--- src/rtl/goomba_sprite_ctrl_pkg.sv ---
`default_nettype none
// ============================================================================
//  Module      : goomba_pkg
//  Description : Shared types, widths and default sprite constants for the
//                Goomba sprite controller and its address generator.
//  Contents    : goomba_state_t life-cycle encoding, COORD_W/ADDR_W/COLOR_W,
//                default sprite size and transparent palette key.
//  Revision    : 1.0 - initial release
// ============================================================================
package goomba_pkg;

  typedef enum logic [1:0] {
    DEAD     = 2'd0,
    WALK     = 2'd1,
    SQUISHED = 2'd2
  } goomba_state_t;

  localparam int COORD_W = 10;
  localparam int ADDR_W  = 9;
  localparam int COLOR_W = 12;

  localparam int DEF_SPRITE_W = 21;
  localparam int DEF_SPRITE_H = 21;
  localparam logic [COLOR_W-1:0] DEF_TRANSPARENT_KEY = 12'h808;

endpackage
`default_nettype wire

--- src/rtl/goomba_sprite_ctrl_if.sv ---
`default_nettype none
// ============================================================================
//  Module      : goomba_sprite_ctrl_if
//  Description : Signal bundle between the game logic / VGA controller /
//                palette ROMs and the Goomba sprite controller.
//  Ports       : frame_tick, spawn, stomp      - game events
//                goomba_x/y, draw_x/y          - sprite origin, VGA pixel
//                rom_addr, walk0/1, squish     - shared ROM address and data
//                pixel_color, pixel_opaque     - colour-mapper output
//                state, alive                  - life-cycle status
//  Modports    : slave  - the sprite controller
//                master - the surrounding system
//  Revision    : 1.0 - initial release
// ============================================================================
interface goomba_sprite_ctrl_if
  import goomba_pkg::*;
();

  logic                frame_tick;
  logic                spawn;
  logic                stomp;
  logic [COORD_W-1:0]  goomba_x;
  logic [COORD_W-1:0]  goomba_y;
  logic [COORD_W-1:0]  draw_x;
  logic [COORD_W-1:0]  draw_y;
  logic [ADDR_W-1:0]   rom_addr;
  logic [COLOR_W-1:0]  walk0_color;
  logic [COLOR_W-1:0]  walk1_color;
  logic [COLOR_W-1:0]  squish_color;
  logic [COLOR_W-1:0]  pixel_color;
  logic                pixel_opaque;
  goomba_state_t       state;
  logic                alive;

  modport slave (
    input  frame_tick, spawn, stomp,
    input  goomba_x, goomba_y, draw_x, draw_y,
    input  walk0_color, walk1_color, squish_color,
    output rom_addr, pixel_color, pixel_opaque, state, alive
  );

  modport master (
    output frame_tick, spawn, stomp,
    output goomba_x, goomba_y, draw_x, draw_y,
    output walk0_color, walk1_color, squish_color,
    input  rom_addr, pixel_color, pixel_opaque, state, alive
  );

endinterface
`default_nettype wire

--- src/rtl/goomba_sprite_ctrl_sprite_addr_gen.sv ---
`default_nettype none
// ============================================================================
//  Module      : sprite_addr_gen
//  Description : Registered sprite bounding-box test and row-major ROM
//                address generation for one sprite.
//  Ports       : Clk, Reset_n      - clock, async active-low reset
//                draw_x, draw_y    - current VGA pixel
//                obj_x, obj_y      - sprite top-left corner
//                rom_addr          - dy*SPRITE_W+dx inside the box, else 0
//                in_box            - pixel lies inside the sprite box
//  Revision    : 1.0 - initial release
// ============================================================================
module sprite_addr_gen
  import goomba_pkg::*;
#(
  parameter int SPRITE_W = DEF_SPRITE_W,
  parameter int SPRITE_H = DEF_SPRITE_H
) (
  input  logic                Clk,
  input  logic                Reset_n,
  input  logic [COORD_W-1:0]  draw_x,
  input  logic [COORD_W-1:0]  draw_y,
  input  logic [COORD_W-1:0]  obj_x,
  input  logic [COORD_W-1:0]  obj_y,
  output logic [ADDR_W-1:0]   rom_addr,
  output logic                in_box
);

  localparam logic [COORD_W-1:0] c_sprite_w = COORD_W'(SPRITE_W);
  localparam logic [COORD_W-1:0] c_sprite_h = COORD_W'(SPRITE_H);

  // Unsigned wrap-around subtraction: a pixel left of / above the sprite
  // yields a large offset and falls out of the box on its own.
  logic [COORD_W-1:0] w_dx;
  logic [COORD_W-1:0] w_dy;
  logic               w_in_box;
  logic [ADDR_W-1:0]  w_addr;

  assign w_dx     = draw_x - obj_x;
  assign w_dy     = draw_y - obj_y;
  assign w_in_box = (w_dx < c_sprite_w) && (w_dy < c_sprite_h);

  // Computed modulo 2^ADDR_W; the sprite area fits the ROM depth.
  assign w_addr = ADDR_W'(w_dy) * ADDR_W'(SPRITE_W) + ADDR_W'(w_dx);

  always_ff @(posedge Clk or negedge Reset_n) begin
    if (!Reset_n) begin
      rom_addr <= '0;
      in_box   <= 1'b0;
    end else begin
      rom_addr <= w_in_box ? w_addr : '0;
      in_box   <= w_in_box;
    end
  end

endmodule
`default_nettype wire

--- src/rtl/goomba_sprite_ctrl.sv ---
`default_nettype none
// ============================================================================
//  Module      : goomba_sprite_ctrl
//  Description : Goomba life-cycle sequencer (dead / walk / squished) with a
//                two-stage pixel pipeline feeding the colour mapper.
//  Ports       : Clk, Reset_n  - clock, async active-low reset
//                bus (slave)   - events, coordinates, ROM address/data,
//                                pixel colour/opaque, state, alive
//  Revision    : 1.0 - initial release
// ============================================================================
module goomba_sprite_ctrl
  import goomba_pkg::*;
#(
  parameter int                  SPRITE_W        = DEF_SPRITE_W,
  parameter int                  SPRITE_H        = DEF_SPRITE_H,
  parameter int                  ANIM_FRAMES     = 8,
  parameter int                  SQUISH_FRAMES   = 30,
  parameter logic [COLOR_W-1:0]  TRANSPARENT_KEY = DEF_TRANSPARENT_KEY
) (
  input  logic                   Clk,
  input  logic                   Reset_n,
  goomba_sprite_ctrl_if.slave    bus
);

  localparam int c_anim_w   = (ANIM_FRAMES   > 1) ? $clog2(ANIM_FRAMES)   : 1;
  localparam int c_squish_w = (SQUISH_FRAMES > 1) ? $clog2(SQUISH_FRAMES) : 1;
  localparam logic [c_anim_w-1:0]   c_anim_last   = c_anim_w'(ANIM_FRAMES - 1);
  localparam logic [c_squish_w-1:0] c_squish_last = c_squish_w'(SQUISH_FRAMES - 1);

  // --------------------------------------------------------------------------
  // Life-cycle FSM
  // --------------------------------------------------------------------------
  goomba_state_t          r_state,      w_state_nx;
  logic [c_anim_w-1:0]    r_anim_cnt,   w_anim_nx;
  logic                   r_walk_frame, w_frame_nx;
  logic [c_squish_w-1:0]  r_squish_cnt, w_squish_nx;
  logic                   r_alive;

  always_ff @(posedge Clk or negedge Reset_n) begin
    if (!Reset_n) begin
      r_state      <= DEAD;
      r_anim_cnt   <= '0;
      r_walk_frame <= 1'b0;
      r_squish_cnt <= '0;
      r_alive      <= 1'b0;
    end else begin
      r_state      <= w_state_nx;
      r_anim_cnt   <= w_anim_nx;
      r_walk_frame <= w_frame_nx;
      r_squish_cnt <= w_squish_nx;
      r_alive      <= (w_state_nx == WALK);
    end
  end

  always_comb begin
    w_state_nx  = r_state;
    w_anim_nx   = r_anim_cnt;
    w_frame_nx  = r_walk_frame;
    w_squish_nx = r_squish_cnt;

    // spawn overrides everything, including a simultaneous stomp
    if (bus.spawn) begin
      w_state_nx  = WALK;
      w_anim_nx   = '0;
      w_frame_nx  = 1'b0;
      w_squish_nx = '0;
    end else begin
      case (r_state)
        DEAD: begin
        end
        WALK: begin
          if (bus.stomp) begin
            w_state_nx  = SQUISHED;
            w_squish_nx = '0;
          end else if (bus.frame_tick) begin
            if (r_anim_cnt == c_anim_last) begin
              w_anim_nx  = '0;
              w_frame_nx = ~r_walk_frame;
            end else begin
              w_anim_nx = r_anim_cnt + c_anim_w'(1);
            end
          end
        end
        SQUISHED: begin
          if (bus.frame_tick) begin
            if (r_squish_cnt == c_squish_last) begin
              w_state_nx  = DEAD;
              w_squish_nx = '0;
            end else begin
              w_squish_nx = r_squish_cnt + c_squish_w'(1);
            end
          end
        end
        default: begin
          w_state_nx = DEAD;
        end
      endcase
    end
  end

  // --------------------------------------------------------------------------
  // Pixel stage 1: box test / ROM address plus a state snapshot so that the
  // colour selected in stage 2 belongs to the same pixel as the address.
  // --------------------------------------------------------------------------
  logic [ADDR_W-1:0] w_rom_addr;
  logic              w_s1_in_box;
  goomba_state_t     r_s1_state;
  logic              r_s1_frame;

  sprite_addr_gen #(
    .SPRITE_W (SPRITE_W),
    .SPRITE_H (SPRITE_H)
  ) u_addr_gen (
    .Clk      (Clk),
    .Reset_n  (Reset_n),
    .draw_x   (bus.draw_x),
    .draw_y   (bus.draw_y),
    .obj_x    (bus.goomba_x),
    .obj_y    (bus.goomba_y),
    .rom_addr (w_rom_addr),
    .in_box   (w_s1_in_box)
  );

  always_ff @(posedge Clk or negedge Reset_n) begin
    if (!Reset_n) begin
      r_s1_state <= DEAD;
      r_s1_frame <= 1'b0;
    end else begin
      r_s1_state <= r_state;
      r_s1_frame <= r_walk_frame;
    end
  end

  // --------------------------------------------------------------------------
  // Pixel stage 2: sample the combinational ROMs and key out transparency
  // --------------------------------------------------------------------------
  logic [COLOR_W-1:0] w_sel_color;
  logic               w_opaque;
  logic [COLOR_W-1:0] r_pix_color;
  logic               r_pix_opaque;

  assign w_sel_color = (r_s1_state == SQUISHED) ? bus.squish_color :
                       (r_s1_frame ? bus.walk1_color : bus.walk0_color);
  assign w_opaque    = w_s1_in_box && (r_s1_state != DEAD) &&
                       (w_sel_color != TRANSPARENT_KEY);

  always_ff @(posedge Clk or negedge Reset_n) begin
    if (!Reset_n) begin
      r_pix_color  <= '0;
      r_pix_opaque <= 1'b0;
    end else begin
      r_pix_color  <= w_opaque ? w_sel_color : '0;
      r_pix_opaque <= w_opaque;
    end
  end

  assign bus.rom_addr     = w_rom_addr;
  assign bus.pixel_color  = r_pix_color;
  assign bus.pixel_opaque = r_pix_opaque;
  assign bus.state        = r_state;
  assign bus.alive        = r_alive;

endmodule
`default_nettype wire

--- src/flat_wrapper.sv ---
// flat-port wrapper written by rule: the top's interface ports become plain ports
module goomba_sprite_ctrl_flat import goomba_pkg::*;
#(
  parameter int                  SPRITE_W        = DEF_SPRITE_W,
  parameter int                  SPRITE_H        = DEF_SPRITE_H,
  parameter int                  ANIM_FRAMES     = 8,
  parameter int                  SQUISH_FRAMES   = 30,
  parameter logic [COLOR_W-1:0]  TRANSPARENT_KEY = DEF_TRANSPARENT_KEY
)
  (Clk, Reset_n, bus_frame_tick, bus_spawn, bus_stomp, bus_goomba_x, bus_goomba_y, bus_draw_x, bus_draw_y, bus_walk0_color, bus_walk1_color, bus_squish_color, bus_rom_addr, bus_pixel_color, bus_pixel_opaque, bus_state, bus_alive);
  goomba_sprite_ctrl_if bus_i ();
  input  logic Clk;
  input  logic Reset_n;
  input wire logic [$bits(bus_i.frame_tick)-1:0] bus_frame_tick;
  input wire logic [$bits(bus_i.spawn)-1:0] bus_spawn;
  input wire logic [$bits(bus_i.stomp)-1:0] bus_stomp;
  input wire logic [$bits(bus_i.goomba_x)-1:0] bus_goomba_x;
  input wire logic [$bits(bus_i.goomba_y)-1:0] bus_goomba_y;
  input wire logic [$bits(bus_i.draw_x)-1:0] bus_draw_x;
  input wire logic [$bits(bus_i.draw_y)-1:0] bus_draw_y;
  input wire logic [$bits(bus_i.walk0_color)-1:0] bus_walk0_color;
  input wire logic [$bits(bus_i.walk1_color)-1:0] bus_walk1_color;
  input wire logic [$bits(bus_i.squish_color)-1:0] bus_squish_color;
  output wire logic [$bits(bus_i.rom_addr)-1:0] bus_rom_addr;
  output wire logic [$bits(bus_i.pixel_color)-1:0] bus_pixel_color;
  output wire logic [$bits(bus_i.pixel_opaque)-1:0] bus_pixel_opaque;
  output wire logic [$bits(bus_i.state)-1:0] bus_state;
  output wire logic [$bits(bus_i.alive)-1:0] bus_alive;
  assign bus_i.frame_tick = bus_frame_tick;
  assign bus_i.spawn = bus_spawn;
  assign bus_i.stomp = bus_stomp;
  assign bus_i.goomba_x = bus_goomba_x;
  assign bus_i.goomba_y = bus_goomba_y;
  assign bus_i.draw_x = bus_draw_x;
  assign bus_i.draw_y = bus_draw_y;
  assign bus_i.walk0_color = bus_walk0_color;
  assign bus_i.walk1_color = bus_walk1_color;
  assign bus_i.squish_color = bus_squish_color;
  assign bus_rom_addr = bus_i.rom_addr;
  assign bus_pixel_color = bus_i.pixel_color;
  assign bus_pixel_opaque = bus_i.pixel_opaque;
  assign bus_state = bus_i.state;
  assign bus_alive = bus_i.alive;
  goomba_sprite_ctrl #(.SPRITE_W(SPRITE_W), .SPRITE_H(SPRITE_H), .ANIM_FRAMES(ANIM_FRAMES), .SQUISH_FRAMES(SQUISH_FRAMES), .TRANSPARENT_KEY(TRANSPARENT_KEY)) u_core (.Clk(Clk), .Reset_n(Reset_n), .bus(bus_i));
endmodule
--- config.mk ---
export PLATFORM = sky130hd
export DESIGN_NAME = goomba_sprite_ctrl_flat
export DESIGN_NICKNAME = d
export VERILOG_FILES = /design/src/rtl/goomba_sprite_ctrl_pkg.sv /design/src/rtl/goomba_sprite_ctrl_if.sv /design/src/rtl/goomba_sprite_ctrl_sprite_addr_gen.sv /design/src/rtl/goomba_sprite_ctrl.sv /design/src/flat_wrapper.sv
export SDC_FILE = /design/constraint.sdc
export NUM_CORES = 1
export LEC_CHECK = 0
export ABC_AREA = 1
export CAP_MARGIN = 20
export CORE_MARGIN = 1.5
export CORE_UTILIZATION = 44
export DETAILED_ROUTE_END_ITERATION = 8
export PLACE_DENSITY = 0.88
export SLEW_MARGIN = 10
export SYNTH_ARGS = -nofsm -noshare
export SYNTH_HDL_FRONTEND = slang
export SYNTH_SLANG_ARGS = --single-unit
--- constraint.sdc ---
create_clock -name Clk -period 1.85 [get_ports Clk]
set_clock_uncertainty 0.2 [all_clocks]
set_input_delay 0.2775 -clock Clk [delete_from_list [all_inputs] [get_ports Clk]]
set_output_delay 0.2775 -clock Clk [all_outputs]
set_load 0.01 [all_outputs]
==> results.txt <==
Cells with a size suffix above 1 make up 40.5% of the layout. Synthesis inferred 38 register bits. Dividing total power by cell area gives a power density of 1040 mW/mm². TritonCTS built the clock tree. The maximum buffer depth of the clock tree is 2. After detailed placement, the total cell area comes to 0.00548 mm². By instance count, the cell type seen most on the critical path is nand2_2. The detailed router's first-iteration violation count is 296. After routing the design area is 0.00672 mm². The initial standard-cell utilization of the core came out at 46.2%.

The total of warnings raised by yosys is 0. The largest single stage delay on the critical path is 550 ps. The final wirelength is 15000 µm. The global routing usage summed across all routing layers is 31.9%.

After detailed routing, the number of remaining DRC violations is 0. The standby leakage power came out at 3.44 nW. The required time at the worst-slack endpoint came out at 1870 ps. Of all nets on the critical path, the largest fanout is 2. The setup TNS is -16360 ps. Buffers placed on the I/O ports in this run total 105. The clock latency on the worst-skew pair is 290 ps. The depth of the worst register-to-register path came out at 12. The startpoint-to-endpoint class of the critical path is input pin to register. The worst hold path was traced through 0 stages.

The count of distinct cell types in the synthesized netlist came out at 33. The number of diodes came out at 0. The arrival time at the worst endpoint came out at 4350 ps. In this run the count of I/O pins placed on the die edge is 106. In this run the most critical hold path is launched from u_core.r_walk_frame. The region available for standard cell placement spans 0.00785 mm². The deepest level of the CTS H-tree came out at 2.

Setup repair after global routing could not meet its margin everywhere. For hold timing, the worst endpoint is u_core.r_s1_frame. The flow ran to the end, but the final reports show violations. The mapped netlist covers 0.00363 mm².

The worst-case IR drop observed on VDD is 0.000709 V. The number of clock buffers added by TritonCTS is 5. The path class of the lowest-slack min-delay path is register to register. The final reports fail on setup timing. The shortest period the worst path allows is 4330 ps. The proportion of synthesized chip area in sequential cells came out at 26.2%. The via count of the first global-routing pass is 4735. Clock tree synthesis selected as its root buffer the cell clkbuf_8.

The relative max-transition margin came out at 66.9%. The pin count of the biggest net entering global routing came out at 22. The timing-limited maximum frequency came out at 231 MHz. CTS saw 38 sinks. The launching element type of the critical path is an input pin. The origin of the critical flop-to-flop path is u_core.r_s1_frame.

The worst register-to-register path ends at u_core.bus.pixel_color[6]. The cell count after synthesis is 516. The first-pass GRT wire length came out at 22000 µm.

The height of the die came out at 93.8 µm. The number of core rows is 32. The number of maximum-capacitance constraint violations came out at 0. After clock tree synthesis, the clock-pin slew on the worst setup and hold paths is 80 ps. The final number of max-transition violations came to 0. The global-route congestion overflow total came out at 0.

The transition time at the pin with the least slew margin came out at 496 ps. Compared with the post-synthesis result, the final layout area differs by 85.2%. The area of the die came out at 0.00880 mm². The placed wire-length estimate after detailed placement is 8160 µm.

The worst setup slack for register-to-register paths is -230 ps. The synthesized area divided by synthesized cell count came out at 7.03 µm². The number of hold violations in the final report came out at 0. The routed wire length per instance came out at 17.7 µm. The nature of the critical path endpoint is a register.

At the end of routability-driven placement, the weighted congestion stood at 0.848. The number of filler cells placed in the layout is 398. The final-stage net count is 877. The total nets after synthesis came out at 651. The die extent in x is 93.8 µm. The ratio of routed vias to standard cells came out at 5.49.

The total setup violations reported at the end of the flow is 23. Once routing completed, OpenROAD measured the worst setup slack at -2480 ps. The number of iterations in the first detailed-routing pass is 5. For this design, the slowest cell found on the critical path is fa_1. The count of nets left with antenna violations once routing finished came out at 0. The detailed router placed 4643 vias in this run.

The initial antenna violation count came out at 0. The final period utilization came out at 234%.
-- synth_stat cells, drive strengths merged --
library cell,n,area share (%)
mux2i,1,0.28
xor2,8,1.9
dfrtp,38,26
fa,11,6.1
nand3b,5,1.0
nor3,2,0.28
o21bai,1,0.21
ha,43,15
nor4,2,0.34
o211ai,8,1.7
nand4,12,2.1
o21ai,17,2.3
nand3,42,5.8
or2,5,0.86
nor2,51,5.3
xnor2,4,0.97
a31oi,2,0.34
inv,110,11
buf,5,1.0
a21oi,14,2.0
clkinv,1,0.10
o21a,2,0.41
and3,1,0.17
a32o,1,0.28
o22ai,1,0.17
nand2,129,14
-- critical path, delay by kind of cell --
family                     cells  cell delay [ps]
buffers and inverters          8              530
and+or+nand+nor               14             1290
xor gates and xnor gates       1              210
adders and majority gates      6             2050
-- where the power goes --
group	total, mW	leakage [nW]	internal [mW]	switching (mW)
clock network	0.870	0.0714	0.575	0.295
logic	5.29	2.85	2.55	2.73
registers	0.861	0.517	0.845	0.0162
-- placed cells by master, fill, tap and decap left out, types with 4 or more instances in the layout --
| cell type | instances |
|---|---|
| inv_4 | 4 |
| o21ai_1 | 5 |
| nand2_2 | 25 |
| clkbuf_8 | 6 |
| inv_1 | 76 |
| ha_4 | 28 |
| nand3b_1 | 5 |
| nor2_2 | 16 |
| fa_1 | 7 |
| dfrtp_1 | 37 |
| nand3_4 | 5 |
| a21oi_1 | 5 |
| nor2_1 | 33 |
| nand4_1 | 12 |
| ha_1 | 13 |
| nand3_1 | 27 |
| buf_4 | 92 |
| nand2_4 | 14 |
| o211ai_1 | 8 |
| clkdlybuf4s50_1 | 78 |
| a21oi_2 | 8 |
| buf_2 | 5 |
| xor2_1 | 5 |
| inv_2 | 29 |
| nand2_1 | 93 |
| nand3_2 | 10 |
| o21ai_0 | 9 |
| fa_2 | 4 |
| dlygate4sd2_1 | 12 |
| buf_6 | 23 |
-- metrics by stage --
step / hold WS [ps] / util, % / power, mW / cells / setup slack (ps)
after floorplan: -218 / - / 2.79 / 516 / -2100
after global placement: 48.0 / 69.9 / 3.78 / 793 / -2810
after detailed placement: 56.9 / 69.9 / 4.03 / 793 / -3070
after CTS: 225 / 82.3 / 5.83 / 839 / -2130
after global routing: 234 / 85.6 / 7.31 / 845 / -2660
final: 223 / 85.6 / 7.02 / 845 / -2480
-- how the worst max path moves through the flow --
stage,from,end,cells past startpoint
6_report,bus_draw_y[0],u_core.u_addr_gen.rom_addr[8],29
5_1_grt,bus_draw_y[0],u_core.u_addr_gen.rom_addr[8],29
4_1_cts,bus_draw_y[0],u_core.u_addr_gen.rom_addr[8],28
3_5_place_dp,bus_draw_y[0],u_core.u_addr_gen.rom_addr[8],29
3_3_place_gp,bus_draw_y[0],u_core.u_addr_gen.rom_addr[8],28
2_1_floorplan,bus_draw_y[0],u_core.u_addr_gen.rom_addr[8],27
-- layout make-up --
type,count,area (µm²),share of cell area [%]
sequential,38,952,14.2
clock inverter,2,60.1,0.894
multi-input combinational,365,3060,45.5
clock buffer,6,82.6,1.23
tap,102,128,1.90
timing repair buffer,221,2000,29.7
inverter,111,440,6.56
-- kinds of logic after synthesis --
group / synth area share (%)
AND/OR/NAND/NOR: 29.7
multiplexers: 0.276
AO/OA/AOI/OAI: 7.45
XOR/XNOR: 2.90
adder cells (fa/ha/maj): 20.9
buffers and inverters: 12.5
flip-flops: 26.2
-- sequential cells by signal, indices dropped and copies added (netlist names) --
signal                      flops
u_core.bus.pixel_color         12
u_core.r_s1_state               2
u_core.bus.pixel_opaque         1
u_core.r_anim_cnt               3
u_core.u_addr_gen.rom_addr      9
u_core.bus.state                2
u_core.u_addr_gen.in_box        1
u_core.r_squish_cnt             5
u_core.r_s1_frame               1
u_core.bus.alive                1
u_core.r_walk_frame             1
-- per-layer routing --
layer / wire, µm / global-route usage [%]
met5: 0 / 0
met1: 5270 / 31.6
met3: 1130 / 5.02
met2: 7580 / 62.3
met4: 998 / 17.3
-- repair_timing --
item                       in CTS  in global routing
hold endpoints to repair       19                  0
gates cloned                    2                  1
setup endpoints to repair      23                 23
buffers inserted               39                  7
hold buffers                    1                  0
pin swaps                      73                 49
resized for setup             188                 65
(Power assumes the default switching activity.)
